## config.mk

```make
export PLATFORM = sky130hd
export DESIGN_NAME = dac_cmd_rx
export DESIGN_NICKNAME = d
export VERILOG_FILES = /design/src/rtl/dac_pkg.sv /design/src/rtl/spi_sync_edge.sv /design/src/rtl/dac_cmd_rx.sv
export SDC_FILE = /design/constraint.sdc
export NUM_CORES = 1
export LEC_CHECK = 0
export BUFFER_PORTS_ARGS = -buffer_cell sky130_fd_sc_hd__buf_2
export CAP_MARGIN = 30
export CORE_ASPECT_RATIO = 0.8
export CORE_MARGIN = 3
export CORE_UTILIZATION = 55
export CTS_CLUSTER_DIAMETER = 60
export CTS_CLUSTER_SIZE = 25
export DETAILED_ROUTE_END_ITERATION = 10
export GPL_ROUTABILITY_DRIVEN = 0
export GPL_TIMING_DRIVEN = 0
export PLACE_DENSITY = 0.73
export SLEW_MARGIN = 20
export SYNTH_ARGS = -nofsm -noshare
export SYNTH_HDL_FRONTEND = slang
export SYNTH_SLANG_ARGS = --single-unit
```

## constraint.sdc

```tcl
create_clock -name clk_core -period 1.8 [get_ports clk_core]
set_input_delay 0.09 -clock clk_core [delete_from_list [all_inputs] [get_ports clk_core]]
set_output_delay 0.09 -clock clk_core [all_outputs]
set_load 0.02 [all_outputs]
```

## src/rtl/dac_pkg.sv

```systemverilog
// Shared constants and types for the DAC command receiver: frame layout,
// opcode encoding and receiver FSM states.
package dac_pkg;

    localparam int unsigned CH_NUM    = 3;
    localparam int unsigned DAC_W     = 12;
    localparam int unsigned FRAME_LEN = 16;
    localparam int unsigned MIDSCALE  = 2048;

    localparam int unsigned CH_W = 2;
    localparam int unsigned OP_W = 2;

    // Channel field value that addresses every shadow register at once
    localparam logic [CH_W-1:0] CH_BCAST = CH_W'(3);

    typedef enum logic [OP_W-1:0] {
        OP_WR        = 2'b00,
        OP_WR_COMMIT = 2'b01,
        OP_COMMIT    = 2'b10,
        OP_MID       = 2'b11
    } op_e;

    typedef enum logic [1:0] {
        IDLE   = 2'd0,
        SHIFT  = 2'd1,
        CHECK  = 2'd2,
        COMMIT = 2'd3
    } state_e;

    typedef struct packed {
        logic [CH_W-1:0]  ch;
        op_e              op;
        logic [DAC_W-1:0] value;
    } frame_t;

endpackage

```

## src/rtl/spi_sync_edge.sv

```systemverilog
// Two-flop synchronizer for one asynchronous SPI line, plus edge pulses
// derived from the synchronized level and its one-cycle-delayed copy.
module spi_sync_edge #(
    parameter logic RST_VAL = 1'b0
) (
    input  logic clk_core,
    input  logic rst_n,
    input  logic din,
    output logic dout,
    output logic rise_c,
    output logic fall_c
);

    logic meta_q;
    logic prev_q;

    // Reset to the line's idle level so release from reset never looks like an edge
    always_ff @(posedge clk_core or negedge rst_n) begin
        if (!rst_n) begin
            meta_q <= RST_VAL;
            dout   <= RST_VAL;
            prev_q <= RST_VAL;
        end else begin
            meta_q <= din;
            dout   <= meta_q;
            prev_q <= dout;
        end
    end

    assign rise_c = dout & ~prev_q;
    assign fall_c = ~dout & prev_q;

endmodule

```

## src/rtl/dac_cmd_rx.sv

```systemverilog
// SPI command receiver: shifts host frames into a register, validates them,
// updates per-channel shadow codes and commits all shadows to data_out at once.
module dac_cmd_rx #(
    parameter int unsigned CH_NUM    = dac_pkg::CH_NUM,
    parameter int unsigned DAC_W     = dac_pkg::DAC_W,
    parameter int unsigned FRAME_LEN = dac_pkg::FRAME_LEN,
    parameter int unsigned MIDSCALE  = dac_pkg::MIDSCALE
) (
    input  logic                          clk_core,
    input  logic                          rst_n,
    input  logic                          spi_sclk,
    input  logic                          spi_mosi,
    input  logic                          spi_cs_n,
    output logic [CH_NUM-1:0][DAC_W-1:0]  data_out,
    output logic                          update_en,
    output logic                          busy,
    output logic                          frame_err
);

    import dac_pkg::*;

    localparam int unsigned      CNT_W    = $clog2(FRAME_LEN + 2);
    localparam logic [CNT_W-1:0] CNT_FULL = CNT_W'(FRAME_LEN);
    localparam logic [CNT_W-1:0] CNT_SAT  = CNT_W'(FRAME_LEN + 1);
    localparam logic [DAC_W-1:0] MID_CODE = DAC_W'(MIDSCALE);

    logic sclk_lvl, sclk_rise_c, sclk_fall_c;
    logic mosi_lvl, mosi_rise_c, mosi_fall_c;
    logic cs_lvl, cs_rise_c, cs_fall_c;
    logic sync_unused_c;

    spi_sync_edge #(.RST_VAL(1'b0)) u_sync_sclk (
        .clk_core (clk_core),
        .rst_n    (rst_n),
        .din      (spi_sclk),
        .dout     (sclk_lvl),
        .rise_c   (sclk_rise_c),
        .fall_c   (sclk_fall_c)
    );

    spi_sync_edge #(.RST_VAL(1'b0)) u_sync_mosi (
        .clk_core (clk_core),
        .rst_n    (rst_n),
        .din      (spi_mosi),
        .dout     (mosi_lvl),
        .rise_c   (mosi_rise_c),
        .fall_c   (mosi_fall_c)
    );

    spi_sync_edge #(.RST_VAL(1'b1)) u_sync_cs (
        .clk_core (clk_core),
        .rst_n    (rst_n),
        .din      (spi_cs_n),
        .dout     (cs_lvl),
        .rise_c   (cs_rise_c),
        .fall_c   (cs_fall_c)
    );

    // Only sclk rise, mosi level and cs_n edges drive the receiver
    assign sync_unused_c = ^{sclk_lvl, sclk_fall_c, mosi_rise_c, mosi_fall_c, cs_lvl};

    state_e                       state_q, state_d;
    logic [CNT_W-1:0]             cnt_q, cnt_d;
    logic [FRAME_LEN-1:0]         shreg_q, shreg_d;
    logic [CH_NUM-1:0][DAC_W-1:0] shadow_q, shadow_d;
    logic [CH_NUM-1:0][DAC_W-1:0] data_d;
    logic                         update_en_d;
    logic                         frame_err_d;
    logic                         busy_d;

    frame_t frm_c;
    logic   bcast_c;
    logic   ch_ok_c;

    assign frm_c   = frame_t'(shreg_q);
    assign bcast_c = (frm_c.ch == CH_BCAST);
    assign ch_ok_c = bcast_c || (32'(frm_c.ch) < CH_NUM);

    // Next-state and next-output logic
    always_comb begin
        state_d     = state_q;
        cnt_d       = cnt_q;
        shreg_d     = shreg_q;
        shadow_d    = shadow_q;
        data_d      = data_out;
        update_en_d = 1'b0;
        frame_err_d = 1'b0;

        unique case (state_q)
            IDLE: begin
                if (cs_fall_c) begin
                    state_d = SHIFT;
                    cnt_d   = '0;
                end
            end

            SHIFT: begin
                // A coincident sclk rise is shifted and counted before the length check
                if (sclk_rise_c) begin
                    shreg_d = {shreg_q[FRAME_LEN-2:0], mosi_lvl};
                    if (cnt_q != CNT_SAT) begin
                        cnt_d = cnt_q + CNT_W'(1);
                    end
                end
                if (cs_rise_c) begin
                    if (cnt_d == CNT_FULL) begin
                        state_d = CHECK;
                    end else begin
                        state_d     = IDLE;
                        frame_err_d = 1'b1;
                    end
                end
            end

            CHECK: begin
                if (!ch_ok_c) begin
                    state_d     = IDLE;
                    frame_err_d = 1'b1;
                end else begin
                    if (frm_c.op != OP_COMMIT) begin
                        for (int unsigned i = 0; i < CH_NUM; i++) begin
                            if (bcast_c || (32'(frm_c.ch) == i)) begin
                                shadow_d[i] = (frm_c.op == OP_MID) ? MID_CODE : frm_c.value;
                            end
                        end
                    end
                    state_d = (frm_c.op == OP_WR) ? IDLE : COMMIT;
                end
            end

            COMMIT: begin
                data_d      = shadow_q;
                update_en_d = 1'b1;
                state_d     = IDLE;
            end

            default: begin
                state_d = IDLE;
            end
        endcase

        busy_d = (state_d != IDLE);
    end

    // State and registered outputs
    always_ff @(posedge clk_core or negedge rst_n) begin
        if (!rst_n) begin
            state_q   <= IDLE;
            cnt_q     <= '0;
            shreg_q   <= '0;
            shadow_q  <= {CH_NUM{MID_CODE}};
            data_out  <= {CH_NUM{MID_CODE}};
            update_en <= 1'b0;
            frame_err <= 1'b0;
            busy      <= 1'b0;
        end else begin
            state_q   <= state_d;
            cnt_q     <= cnt_d;
            shreg_q   <= shreg_d;
            shadow_q  <= shadow_d;
            data_out  <= data_d;
            update_en <= update_en_d;
            frame_err <= frame_err_d;
            busy      <= busy_d;
        end
    end

endmodule

```

# == Yosys cells after proc, flatten, opt, wreduce, memory -nomap -nowiden ==
# Cells that the tools add are included.
# word_totals
register_bits,106
in_bits,5
output_inout_bits,39
elab_cells,70
# op_classes
n_addsub,1
n_lt_le_gt_ge,1
n_eq_ne,11
muxes,17
bitwise_logic,6
reduce_logical,14
# ops
op,n
$mux 5,4
$mux 12,1
$reduce_and 4->1,3
$eq 2x2->1 const B,5
$mux 2,5
$pmux 5 s2,1
$pmux 2 s4,1
$logic_not 2->1,3
$add 5x1->5 const B,1
$eq 5x5->1 const B,1
$ne 5x5->1 const B,1
$eq 2x1->1 const B,2
$logic_or 1x1->1,4
$mux 1,4
$ne 2x2->1 const B,2
$reduce_and 2->1,2
$reduce_bool 2->1,2
$and 1x1->1,3
$not 1->1,3
$lt 2x2->1 const B,1
$pmux 1 s2,1

# == Longest topological paths before layout ==
# depth
ltp_word,9
ltp_mapped,6
ltp_nobuf,6

# == Cells and area by module ==
# A second synthesis with hierarchy kept.
# hier_totals
cells_unflattened,283
hier_area_um2,4347.9
# modules_own_cells
mod,instances,cells_per_inst,area_per_inst_um2,seq_area_each_um2
dac_cmd_rx,1,268,4073.9,2459.9
spi_sync_edge (u_sync_mosi ...),2,5,90.1,75.1
spi_sync_edge (u_sync_cs),1,5,93.8,78.8

# == Worst setup path after synthesis ==
# Ideal clock, no wire load.
# synth_timing
path_kind,register to register
start,reg cnt_q[0]
end,reg frame_err
setup_ps,118
t_arrival_ps,1377
required_time_ps,1682
path_slack_ps,305
stages_incl_launch_ff,6
path_buffers,0
synth_period_minus_slack_ps,1495
cell_sequence,dfrtp_1 -> ha_1 -> nand2_1 -> nor4b_1 -> o221ai_1 -> nor2b_1
# synth_via
elab_chain_len,8
word_cells_on_any_way,9
cone_classes,1 x add/sub; 2 x eq/ne; 6 x mux
# synth_lines
element,line,source
"start, declared",dac_cmd_rx.sv:63,"logic [CNT_W-1:0] cnt_q, cnt_d;"
"start signal, assigned",dac_cmd_rx.sv:158,cnt_q <= cnt_d;
$add 5x1->5 or $ne 5x5->1 (tied branches),"dac_cmd_rx.sv:102, dac_cmd_rx.sv:101",
$mux 5,dac_cmd_rx.sv:101,if (cnt_q != CNT_SAT) begin
$mux 5 *,dac_cmd_rx.sv:99,if (sclk_rise_c) begin
$mux 5 *,dac_cmd_rx.sv:89,unique case (state_q)
$eq 5x5->1 *,dac_cmd_rx.sv:106,if (cnt_d == CNT_FULL) begin
$mux 1 *,dac_cmd_rx.sv:106,
$mux 1 *,dac_cmd_rx.sv:105,if (cs_rise_c) begin
$pmux 1 s2 *,dac_cmd_rx.sv:89,
net frame_err_d,dac_cmd_rx.sv:68,logic frame_err_d;
"end signal, assigned",dac_cmd_rx.sv:163,frame_err <= frame_err_d;
"end, declared",dac_cmd_rx.sv:17,output logic frame_err
# Mark *: on every way through the listed nets, which the timed path passes. The rest lies on a longest branch. The select of a mux whose other input is x is not followed.
# A chain may end at the register's enable or synchronous reset.

# == Final worst setup path ==
# layout_timing
start,reg cnt_q[1]
end,reg frame_err
# The elaborated chain is that of the path after synthesis.

==> qor.txt <==
top cell type's share of synthesized area: 54.82%
fmax: 574.9 MHz
maximum VDD drop: 0.0006600 V
synthesized cell area: 0.004428 mm^2
Syn Area/Cell: 15.16 um^2
pwr dens: 889.4 mW/mm^2
drt drc: 0
Post-synth top flop: dfrtp_1
CTS tree: built
Die H: 86.26 um
post-DP HPWL: 5303 um
ant diodes: 0
Setup CP Type: register to register
Worst-Skew Late Latency: 360 ps
Mapped Cells: 292
fin. max-slew vios: 0
Final WS setup: 60.66 ps
clock slew at reported path FFs: 100 ps
Power Internal: 3345 uW
fillers: 588
fin crit share: 96.63%
leading area contributor after synthesis: dfrtp_1
YS warnings: 0
Hold Path Class: input pin to async pin
Slew HR: 73.73%
vias in the first global route: 2501
area delta synth->final: 14.35%
DIE WIDTH: 106.3 um
CP Max Fanout: 6
per-cell routed wire length: 16.34 um
Clk network pwr share: 32.3%
pre-CTS setup slack: 65.46 ps
register share of total power: 57.6%
post-synthesis sequential area ratio: 60.16%
Leakage: 0.002582 uW
H-tree depth: 3
Area contributors post-synth: dfrtp_1, mux2_1, mux2_4
NumNets Final: 361
Yosys cell types: 46
initial drt markers: 62
Seq cells post-synth: 106
first-pass GRT wire length: 12720 um
final-report setup violation count: 0
Vias/cell: 5.171
Multi-input gate area: 0.001667 mm^2
core area: 0.007602 mm^2
CTS root buf: clkbuf_8
Crit path required time: 2060 ps
syn nets: 302
CP arrival: 2000 ps
initial antenna violation count: 0
via count: 2384
Longest Clk Path Bufs: 2
outcome: finished, final reports clean
leading cell type by number of instances after synthesis: dfrtp_1
CP Launch Type: register
FFs w/ async S/R, synth: 100.0%
pin slew with the least headroom to its limit: 394.0 ps
Starting Density: 58.25%
die area: 0.009170 mm^2
Std-Cell Rows: 28
Net Sw Frac: 25.74%
switching pwr: 1159 uW
layout cell share with drive strength beyond 1: 41.29%
Seq. cell area: 0.002665 mm^2
Detailed Route WL: 7533 um
clk_skew: 7.568 ps
logic gate share of total power: 10.1%
Post-synth top cells: dfrtp_1, mux2_1, mux2_2, mux2_4, and2_1
Post-Route Setup TNS: 0 ps
CP Capture Type: register
# port buffers: 43
max-cap violations: 0
Boundary Pins: 44
power after layout: 4504 uW
crit path time final: 1739 ps
global route overflow: 0
Hold Violations, Final: 0
DRT Pass-1 Iters: 4
Clock Sink Count: 106
gr usage total: 18.11%
largest net degree at the start of global routing: 84
Post-synth EDFFs: 0
CTS buffer count: 9
ANT nets after route: 0
## layout by cell type (no fill, tap or decap), types with 2 or more instances in the layout
cell type	instances
nor2_4	2
nand2b_1	5
nand3b_1	2
clkbuf_8	9
inv_1	7
o21ai_0	9
mux2_1	32
nor2b_1	2
nor2_1	6
mux2_4	24
o21ai_1	2
dlygate4sd3_1	4
clkinvlp_4	4
mux2_2	29
a22o_1	2
a21oi_1	4
nand2_1	8
buf_2	46
and2_1	12
dfstp_2	9
buf_6	4
mux2i_1	2
ha_1	5
o21bai_1	2
dfrtp_1	96
## path summary, 6_finish.rpt
path                                         start            endpoint  slack (ps)  cells after the start
worst min register to register  u_sync_sclk.meta_q    u_sync_sclk.dout         360                      0
worst max-delay path                      cnt_q[1]           frame_err          60                      6
worst max register to register            cnt_q[1]           frame_err          60                      6
worst min-delay path                         rst_n  u_sync_sclk.prev_q         140                      2
min in group clk_core           u_sync_sclk.meta_q    u_sync_sclk.dout         360                      0
max in group asynchronous                    rst_n        shadow_q[11]         980                      3
## state kept, by name, summed over array words and instances (netlist names)
| register | count |
|---|---|
| frm_c | 16 |
| u_sync_mosi.meta_q | 1 |
| cnt_q | 5 |
| u_sync_cs.meta_q | 1 |
| data_out | 36 |
| u_sync_sclk.meta_q | 1 |
| state_q | 2 |
| u_sync_mosi.dout | 1 |
| update_en | 1 |
| shadow_q | 36 |
| u_sync_sclk.dout | 1 |
| frame_err | 1 |
| u_sync_cs.dout | 1 |
| busy | 1 |
| u_sync_sclk.prev_q | 1 |
| u_sync_cs.prev_q | 1 |
## layer usage
layer	share of wire [%]	global-route usage (%)	wire, um
met1	50	25.87	3755
met2	45	27.54	3422
met3	3.8	5.212	287
met4	0.89	4.941	67
met5	0	0	0
## cells by family (layout without fill, tap and decap cells)
kind of cell	after synthesis	count (layout)	share of synthesized area (%)
buffers and inverters	18	82	2.486
DFF	106	106	60.16
AOI/OAI and AO/OA	26	26	4.013
muxes	87	87	24.10
adders and majority gates	6	6	1.667
and+or+nand+nor	49	49	7.572
## power by group through the flow
stage | sequential [uW] | combinational, uW | clock [uW]
floorplan | 2610 | 286 | 0
global placement | 2630 | 422 | 0
detailed placement | 2640 | 447 | 0
CTS | 2590 | 456 | 1500
global route | 2610 | 515 | 1610
finish | 2590 | 455 | 1450
## critical path: stages, from the launching register on
cell       delay, ps
dfrtp_1          450
inv_1            100
ha_1             200
nand4bb_1        220
a211oi_1         330
o221ai_2         170
nor2b_1          160
## repair_timing
action | CTS | global route
resized for setup | 0 | 3
setup endpoints to repair | 0 | 3
hold buffers | 4 | 0
setup buffers | 0 | 0
endpoints found under the hold margin | 107 | 0
## cell type report
type / count / area share (%)
plain buffers: 10 / 1.581
clock buffers: 9 / 2.446
clock inverters: 7 / 1.532
inverters: 8 / 0.5930
multi-input cells: 168 / 32.91
flip-flops and latches: 106 / 52.63
well taps: 105 / 2.595
repair buffers: 48 / 5.708
## metrics by stage
| step | utilization (%) | std cells | area (um^2) | hold slack [ps] |
|---|---|---|---|---|
| after detailed placement | 63.25 | 441 | 4808 | -42.16 |
| after global placement | 62.80 | 440 | 4775 | 194.9 |
| after global routing | 66.61 | 461 | 5064 | 136.6 |
| final | 66.61 | 461 | 5064 | 136.2 |
| after floorplan | - | 292 | 4428 | -205.6 |
| after CTS | 66.43 | 461 | 5050 | 119.4 |
Note: power is estimated with default switching activity, not from simulation.
